==> src/rtl/uart_frame_link.sv <==
// Framed RS232 link: full-duplex 8N1 UART with a SOF/payload/EOF frame codec.
// The receiver hunts for SOF, collects PAYLOAD_BYTES bytes and checks EOF before
// presenting the payload. The transmitter wraps a payload word in the same frame.
module uart_frame_link #(
  parameter int         CLK_DIV       = 434,
  parameter int         PAYLOAD_BYTES = 8,
  parameter logic [7:0] SOF_BYTE      = 8'hC0,
  parameter logic [7:0] EOF_BYTE      = 8'hCF,
  parameter int         GAP_CYCLES    = 4774
) (
  input  logic                       clk,
  input  logic                       rst,
  input  logic                       rs232_rx,
  output logic                       rs232_tx,
  output logic [8*PAYLOAD_BYTES-1:0] rx_data,
  output logic                       rx_vld,
  output logic                       rx_err,
  input  logic                       tx_en,
  input  logic [8*PAYLOAD_BYTES-1:0] tx_data,
  output logic                       tx_busy,
  output logic                       tx_done
);

  localparam int DATA_W = 8 * PAYLOAD_BYTES;
  localparam int CW     = $clog2(CLK_DIV);
  localparam int GW     = $clog2(GAP_CYCLES + 1);
  localparam int BW     = $clog2(PAYLOAD_BYTES + 2);

  localparam logic [CW-1:0] BIT_LAST  = CW'(CLK_DIV - 1);
  localparam logic [CW-1:0] HALF_LAST = CW'(CLK_DIV / 2 - 1);
  localparam logic [GW-1:0] GAP_MAX   = GW'(GAP_CYCLES);
  localparam logic [BW-1:0] PAY_LAST  = BW'(PAYLOAD_BYTES - 1);
  localparam logic [BW-1:0] PAY_END   = BW'(PAYLOAD_BYTES);
  localparam logic [BW-1:0] EOF_IDX   = BW'(PAYLOAD_BYTES + 1);

  typedef enum logic [1:0] {RX_IDLE, RX_START, RX_DATA, RX_STOP} rx_bit_t;
  typedef enum logic [1:0] {HUNT, PAYLOAD, CHKEOF} rx_frame_t;

  // ---------------------------------------------------------------- RX bits
  logic [2:0]    rx_sync;
  logic          rx_line;
  logic          rx_fall;
  rx_bit_t       rx_state;
  logic [CW-1:0] rx_cnt;
  logic [2:0]    rx_bit_idx;
  logic [7:0]    rx_shreg;
  logic [7:0]    rx_byte;
  logic          rx_byte_ok;
  logic          rx_byte_vld;

  assign rx_line = rx_sync[1];
  assign rx_fall = rx_sync[2] & ~rx_sync[1];

  // Synchronise the asynchronous serial input; the third stage feeds edge detection.
  // NOTE: two flops before any logic looks at rs232_rx keep metastability out of the FSM;
  // the sync flops reset to 1 (line idle) so leaving reset never looks like a start bit.
  always_ff @(posedge clk) begin
    if (rst) rx_sync <= 3'b111;
    else     rx_sync <= {rx_sync[1:0], rs232_rx};
  end

  // Byte receiver: validate start at mid-bit, then sample data and stop every CLK_DIV cycles.
  // NOTE: sequential state uses non-blocking assignments only; pulses are cleared at the
  // top of the else branch and re-asserted below, so the last assignment wins.
  always_ff @(posedge clk) begin
    if (rst) begin
      rx_state    <= RX_IDLE;
      rx_cnt      <= '0;
      rx_bit_idx  <= '0;
      rx_shreg    <= '0;
      rx_byte     <= '0;
      rx_byte_ok  <= 1'b0;
      rx_byte_vld <= 1'b0;
    end else begin
      rx_byte_vld <= 1'b0;
      case (rx_state)
        RX_IDLE: begin
          rx_cnt <= '0;
          if (rx_fall) rx_state <= RX_START;
        end
        RX_START: begin
          if (rx_cnt == HALF_LAST) begin
            rx_cnt     <= '0;
            rx_bit_idx <= '0;
            rx_state   <= rx_line ? RX_IDLE : RX_DATA;
          end else begin
            rx_cnt <= rx_cnt + 1'b1;
          end
        end
        RX_DATA: begin
          if (rx_cnt == BIT_LAST) begin
            rx_cnt     <= '0;
            rx_shreg   <= {rx_line, rx_shreg[7:1]};
            rx_bit_idx <= rx_bit_idx + 1'b1;
            if (rx_bit_idx == 3'd7) rx_state <= RX_STOP;
          end else begin
            rx_cnt <= rx_cnt + 1'b1;
          end
        end
        RX_STOP: begin
          if (rx_cnt == BIT_LAST) begin
            rx_cnt      <= '0;
            rx_byte     <= rx_shreg;
            rx_byte_ok  <= rx_line;
            rx_byte_vld <= 1'b1;
            rx_state    <= RX_IDLE;
          end else begin
            rx_cnt <= rx_cnt + 1'b1;
          end
        end
        default: rx_state <= RX_IDLE;
      endcase
    end
  end

  // --------------------------------------------------------------- RX frame
  rx_frame_t         fr_state;
  logic [BW-1:0]     fr_idx;
  logic [DATA_W-1:0] fr_shift;
  logic [GW-1:0]     gap_cnt;

  // Frame decoder with inter-byte gap supervision; errors discard the frame and keep rx_data.
  always_ff @(posedge clk) begin
    if (rst) begin
      fr_state <= HUNT;
      fr_idx   <= '0;
      fr_shift <= '0;
      gap_cnt  <= '0;
      rx_data  <= '0;
      rx_vld   <= 1'b0;
      rx_err   <= 1'b0;
    end else begin
      rx_vld <= 1'b0;
      rx_err <= 1'b0;

      if (fr_state == HUNT || rx_state != RX_IDLE || rx_byte_vld) gap_cnt <= '0;
      else if (gap_cnt != GAP_MAX)                                gap_cnt <= gap_cnt + 1'b1;

      if (rx_byte_vld) begin
        case (fr_state)
          HUNT: begin
            if (rx_byte_ok && rx_byte == SOF_BYTE) begin
              fr_state <= PAYLOAD;
              fr_idx   <= '0;
            end
          end
          PAYLOAD: begin
            if (!rx_byte_ok) begin
              rx_err   <= 1'b1;
              fr_state <= HUNT;
            end else begin
              fr_shift <= DATA_W'({fr_shift, rx_byte});
              if (fr_idx == PAY_LAST) fr_state <= CHKEOF;
              else                    fr_idx   <= fr_idx + 1'b1;
            end
          end
          CHKEOF: begin
            if (rx_byte_ok && rx_byte == EOF_BYTE) begin
              rx_data  <= fr_shift;
              rx_vld   <= 1'b1;
              fr_state <= HUNT;
            end else begin
              rx_err <= 1'b1;
              if (rx_byte_ok && rx_byte == SOF_BYTE) begin
                fr_state <= PAYLOAD;
                fr_idx   <= '0;
              end else begin
                fr_state <= HUNT;
              end
            end
          end
          default: fr_state <= HUNT;
        endcase
      end else if (fr_state != HUNT && gap_cnt == GAP_MAX) begin
        rx_err   <= 1'b1;
        fr_state <= HUNT;
      end
    end
  end

  // --------------------------------------------------------------------- TX
  logic [CW-1:0]     tx_cnt;
  logic [3:0]        tx_bit_idx;
  logic [BW-1:0]     tx_byte_idx;
  logic [8:0]        tx_shreg;
  logic [DATA_W-1:0] tx_buf;

  // Frame transmitter: SOF, payload MSB byte first, EOF; stop and next start abut.
  always_ff @(posedge clk) begin
    if (rst) begin
      rs232_tx    <= 1'b1;
      tx_busy     <= 1'b0;
      tx_done     <= 1'b0;
      tx_cnt      <= '0;
      tx_bit_idx  <= '0;
      tx_byte_idx <= '0;
      tx_shreg    <= '1;
      tx_buf      <= '0;
    end else begin
      tx_done <= 1'b0;
      if (!tx_busy) begin
        if (tx_en) begin
          tx_busy     <= 1'b1;
          rs232_tx    <= 1'b0;
          tx_shreg    <= {1'b1, SOF_BYTE};
          tx_buf      <= tx_data;
          tx_cnt      <= '0;
          tx_bit_idx  <= '0;
          tx_byte_idx <= '0;
        end
      end else if (tx_cnt != BIT_LAST) begin
        tx_cnt <= tx_cnt + 1'b1;
      end else begin
        tx_cnt <= '0;
        if (tx_bit_idx == 4'd9) begin
          if (tx_byte_idx == EOF_IDX) begin
            tx_busy  <= 1'b0;
            tx_done  <= 1'b1;
            rs232_tx <= 1'b1;
          end else begin
            tx_byte_idx <= tx_byte_idx + 1'b1;
            tx_bit_idx  <= '0;
            rs232_tx    <= 1'b0;
            if (tx_byte_idx < PAY_END) begin
              tx_shreg <= {1'b1, tx_buf[DATA_W-1 -: 8]};
              tx_buf   <= tx_buf << 8;
            end else begin
              tx_shreg <= {1'b1, EOF_BYTE};
            end
          end
        end else begin
          rs232_tx   <= tx_shreg[0];
          tx_shreg   <= {1'b1, tx_shreg[8:1]};
          tx_bit_idx <= tx_bit_idx + 1'b1;
        end
      end
    end
  end

endmodule

==> config.mk <==
export PLATFORM = sky130hd
export DESIGN_NAME = uart_frame_link
export DESIGN_NICKNAME = d
export VERILOG_FILES = /design/src/rtl/uart_frame_link.sv
export SDC_FILE = /design/constraint.sdc
export NUM_CORES = 1
export LEC_CHECK = 0
export CORE_AREA = 10 10 225 227
export CTS_CLUSTER_DIAMETER = 60
export CTS_CLUSTER_SIZE = 25
export DETAILED_ROUTE_END_ITERATION = 10
export DIE_AREA = 0 0 235 237
export SKIP_LAST_GASP = 1
export SYNTH_ARGS = -nofsm -noshare
export SYNTH_HDL_FRONTEND = slang
export SYNTH_SLANG_ARGS = --single-unit
==> constraint.sdc <==
create_clock -name clk -period 1.75 [get_ports clk]
set_input_delay 0.175 -clock clk [delete_from_list [all_inputs] [get_ports clk]]
set_output_delay 0.175 -clock clk [all_outputs]
set_load 0.03 [all_outputs]
Word level (Yosys, flattened, before mapping)
Cells that the tools add are included.

$add $sub $neg: 7. $mul: 0. Div/mod/pow operators: 0. Magnitude comparators: 1. Eq/ne operators: 31. Shift operators: 0. Muxes and demuxes: 67. Bitwise operators: 7. Reduce and logical (&&, ||, !) cells: 30.

Operators by type and width (number): two-way mux 64 bit (6); two-way mux 9 bit (10); two-way mux 4 bit (13); case mux 9 bit (3 select lines) (1); two-way mux 2 bit (11); != test 2 bit, second input constant (10); adder 9 x 1 -> 9 bit, second input constant (2); two-way mux 1 bit (18); == test 8 bit, second input constant (2); AND reduction 3 bit (5); AND reduction 5 bit (3); adder 13 x 1 -> 13 bit, second input constant (1); == test 13 bit, second input constant (1); != test 13 bit, second input constant (1); adder 4 x 1 -> 4 bit, second input constant (3); case mux 4 bit (3 select lines) (1); nonzero test 2 bit (5); == test 9 x 8 -> 1 bit, second input constant (1); == test 9 bit, second input constant (1); != test 9 bit, second input constant (1); == test 4 bit, second input constant (2); two-way mux 8 bit (1); case mux 2 bit (4 select lines) (1); == test 2 bit, second input constant (3); 24 further kinds (40).

Register bits: 277. Bits in latches: 0. Memory bits (writable): 0. Memory bits (read-only): 0. Bits of input ports: 68. Output and inout port bits: 69. Logic and storage cells: 166. Memories: 0.

Depth between registers and ports, before layout
Word-level depth: 6. Depth in mapped cells: 8. Depth with buffers taken out: 6.

Least setup slack after synthesis
OpenSTA, ideal clock, no wires.

Path kind: flip-flop to flip-flop. Start point: register tx_busy. End point: register tx_buf[37]. Setup time: 146 ps. Data arrival time: 1709 ps. Required time: 1604 ps. Slack: -105 ps. Stages on the path, launching flop included: 6. Buffers on the path: 3. Period minus slack after synthesis: 1855 ps. Path through: dfxtp_1 > clkbuf_1 > buf_4 > clkbuf_1 > mux2i_1 > a211oi_2.

Cells in the longest elaborated chain, start to end: 2. Elaborated cells between the ends (all ways): 7. Those cells by class: 4 x eq/ne; 1 x mux; 2 x reduce/logical.

RTL lines: start: declaration (RTL line 20) `output logic tx_busy,`; start signal: assignment (RTL line 192) `tx_busy <= 1'b0;`; start signal: assignment (RTL line 203) `tx_busy <= 1'b1;`; start signal: assignment (RTL line 217) `tx_busy <= 1'b0;`; != test 2 x 1 -> 1 bit (no line), or another cell as far along; AND reduction 5 bit (no line); end signal: assignment (RTL line 206) `tx_buf <= tx_data;`; end signal: assignment (RTL line 226) `tx_buf <= tx_buf << 8;`; end: declaration (RTL line 186) `logic [DATA_W-1:0] tx_buf;`.

Parallel ways exist; a longest one is shown, timed or not. A chain may end at the register's enable or synchronous reset.

Final worst setup path
Start point: register tx_cnt[1]. End point: register tx_buf[27].

Cells in the longest elaborated chain, start to end: 3.

RTL lines: start: declaration (RTL line 182) `logic [CW-1:0] tx_cnt;`; start signal: assignment (RTL line 212) `tx_cnt <= tx_cnt + 1'b1;`; != test 9 bit (RTL line 211) `end else if (tx_cnt != BIT_LAST) begin`; != test 2 bit (no line); AND reduction 5 bit (no line).

Every way passes these cells.

==> run_results.csv <==
group,metric,value,unit
outcome,outcome,"complete, but fails checks",
outcome,violations,"setup timing",
critical_path,timing.critical_path.from,"tx_cnt[1]",
synth,syn_inst,1288,
cells_and_area,area.sequential,5540,um^2
hold_path,worstHoldStart,"rs232_rx",
critical_path,worst-path-buf-inv,6,
critical_path,crit_fanout,8,
grt,overflow,0,
sta,worst_slack,-0.129,ns
pwr,irDropWorstVdd,0.592,mV
sta,slew_viol_final,0,
cts,ctsLongestPathBuffers,3,
pwr,leakage,0.00611,uW
synth,synth_ff_type,"dfxtp_1",
drt,drc,0,
synth,synth.distinct_cells,73,
floorplanning,rows,79,
critical_path,slowest_delay,0.32,ns
synth,syn-cell-area,11300,um^2
pwr,p_per_area,858,nW/um^2
grt,grt_antenna_before_repair,3,
cells_and_area,multiInputGateArea,5810,um^2
cells_and_area,fill_cells,4667,
place,routabilityCongestion,0.781,
pwr,power,13600,uW
critical_path,start_kind,"flop",
synth,ys_warn_count,0,
synth,ys_seq_area_frac,0.487,
sta,worst_pin_slew,0.485,ns
drt,drt_iter0_drc,571,
place,dp_hpwl,20200,um
sta,fmax,532,MHz
critical_path,required,2.21,ns
critical_path,cp.depth,11,
critical_path,rr_startpoint,"tx_cnt[1]",
critical_path,crit_family,"buffers and inverters",
critical_path,end_kind,"flop",
grt,grt_max_degree,89,
sta,setup_viol,91,
floorplanning,io_pins,137,
sta,fin_crit,1.88,ns
sta,rsz0062_at_grt,"true",
drt,drt-pass1-iter-count,5,
cells_and_area,area_delta_synth_final,39.3,%
cts,clkLatencyLatePin,0.58,ns
drt,routed_via_density,4.62,
synth,synth_fp_nets,1374,
synth,yosysTopAreaCell,"dfxtp_1",
sta,fin_crit_sh,1.07,
hold_path,hold-path-cell-count,2,
floorplanning,die_w,235,um
synth,yosysTopAreaCellShare,0.487,
drt,wirelength,30900,um
critical_path,worstRegToRegCells,11,
cts,clockRootBuffer,"clkbuf_16",
synth,synth_area_leaders,"dfxtp_1 49%, nand2_1 9.0%, mux2i_1 6.6%",
sta,slew_headroom,0.676,
run,cap_violations,0,
floorplanning,start_util,0.246,
critical_path,crit_slowest_cell,"dfxtp_2",
floorplanning,core_area,46200,um^2
critical_path,crit_chain,"inv_2, ha_4, nand4b_1, buf_4, o41ai_4, buf_4, buf_12, buf_12, clkbuf_16, nor2_1, a211oi_1",
synth,synth_edf_count,0,
cts,cts_tree,"built",
grt,grt_pass1_vias,9330,
cts,numCtsBuffers,25,
drt,antenna_left,0,
floorplanning,die_area,55700,um^2
synth,ys_ff_latch,276,
critical_path,critPathKind,"flop to flop",
critical_path,crit_arrival,2.34,ns
floorplanning,fp.dieH,237,um
drt,wl_per_cell,14.5,um
synth,async_reset_ff_frac,0,
drt,num_vias,9817,
cts,cts.clk_slew.worst_paths,0.07,ns
cts,htree_levels,1,
hold_path,hold_class,"primary input to flop",
cts,cts_sinks,276,
cells_and_area,postLayoutCoreUtil,0.343,
sta,hold_violations,0,
place,port_buffers,136,
cells_and_area,nNetsFinal,1581,
cells_and_area,drive_gt1_frac,0.218,
grt,track_usage,0.0972,
sta,fin_skew,0.0598,ns
synth,syn_area_per_cell,8.81,um^2
grt,grt_pass1_wl,46800,um
-- routing by layer --
metal,wire length [um],track usage
met5,23,0
met4,423,0.0199
met3,2150,0.0337
met2,14200,0.157
met1,14100,0.123
-- report_power, final --
part	internal (uW)	total [uW]	switching, uW
logic	549	1080	529
registers	6420	6510	86.7
clock network	3140	5970	2830
total	10100	13600	3450
-- through the flow --
| stage | std cells | worst slack (ns) | setup TNS (ns) | hold slack [ns] | cell area (um^2) |
|---|---|---|---|---|---|
| floorplan | 1288 | 0.00436 | 0 | 0.279 | 11400 |
| global placement | 2027 | -0.0664 | -2.03 | 0.400 | 13900 |
| detailed placement | 2027 | -0.0786 | -4.29 | 0.399 | 13900 |
| CTS | 2080 | -0.0585 | -1.62 | 0.182 | 14800 |
| global route | 2121 | -0.240 | -15.77 | 0.195 | 15800 |
| finish | 2123 | -0.129 | -4.78 | 0.201 | 15800 |
-- synth_stat cells, drive strengths merged (3+ instances only) --
cell type,n
mux2i,75
xor2,9
a21oi,144
and4,5
nand2,271
ha,18
o21ai,26
o311ai,7
and3,4
a211oi,59
nor4,6
clkbuf,56
o31ai,5
and4b,3
a41oi,3
nor2,120
nand2b,3
nand4b,4
a31oi,6
or4,9
or3,11
nor3,9
nor4bb,3
buf,34
or2,7
nor3b,3
xnor2,6
a311oi,6
a22oi,8
nand3,19
o211ai,7
nor2b,3
dfxtp,276
inv,18
nand4,11
-- state kept, by name (all words and copies together) (netlist names), 2 cells and up, named ones only --
register     flops
tx_shreg         8
fr_state         2
rx_bit_idx       3
rx_byte          8
rx_shreg         8
rx_data         64
gap_cnt         13
fr_shift        64
tx_buf          64
rx_cnt           9
rx_sync          3
fr_idx           4
tx_bit_idx       4
tx_byte_idx      4
tx_cnt           9
-- final cells by class --
type,instances,area share
multi-input combinational,903,0.367
sequential,276,0.351
timing repair buffer,270,0.172
tap,607,0.0480
clock buffer,27,0.0407
clock inverter,19,0.0169
inverter,19,0.00451
antenna,2,0.000317
-- cells by family after synthesis --
family	after synthesis	share of synthesized area
simple gates	500	0.199
buf+inv	109	0.0408
fa+ha+maj	18	0.0198
flops	276	0.487
mux	76	0.0671
compound gates	294	0.175
xor+xnor	15	0.0116
-- worst paths after layout --
| check | slack, ns | to |
|---|---|---|
| setup / recovery | -0.13 | tx_buf[27] |
| hold / removal | 0.20 | rx_sync[0] |
| setup reg to reg | -0.13 | tx_buf[27] |
| hold reg to reg | 0.41 | rx_sync[1] |
-- placed cells by master (no fill, tap or decap), drive strengths merged, types with 9 or more instances in the layout --
cell | Yosys | layout
nor3 | 9 | 9
inv | 18 | 24
o21ai | 26 | 26
clkbuf | 56 | 33
a211oi | 59 | 59
xor2 | 9 | 9
ha | 18 | 18
buf | 34 | 129
nand2 | 271 | 271
nand3 | 19 | 19
clkinv | 1 | 9
nor2 | 120 | 120
dlygate4sd2 | 0 | 66
or3 | 11 | 11
dfxtp | 276 | 276
or4 | 9 | 9
nand4 | 11 | 11
clkdlybuf4s50 | 0 | 66
mux2i | 75 | 75
a21oi | 144 | 144
-- what timing repair did --
action                                  CTS  global route
pin swaps                                 2            50
gates cloned                              0            12
hold endpoints to repair                  3             0
resized for setup                        73           162
hold buffers                              1             0
setup buffers                             6            30
endpoints found under the setup margin  202           120
(Power assumes the default switching activity.)
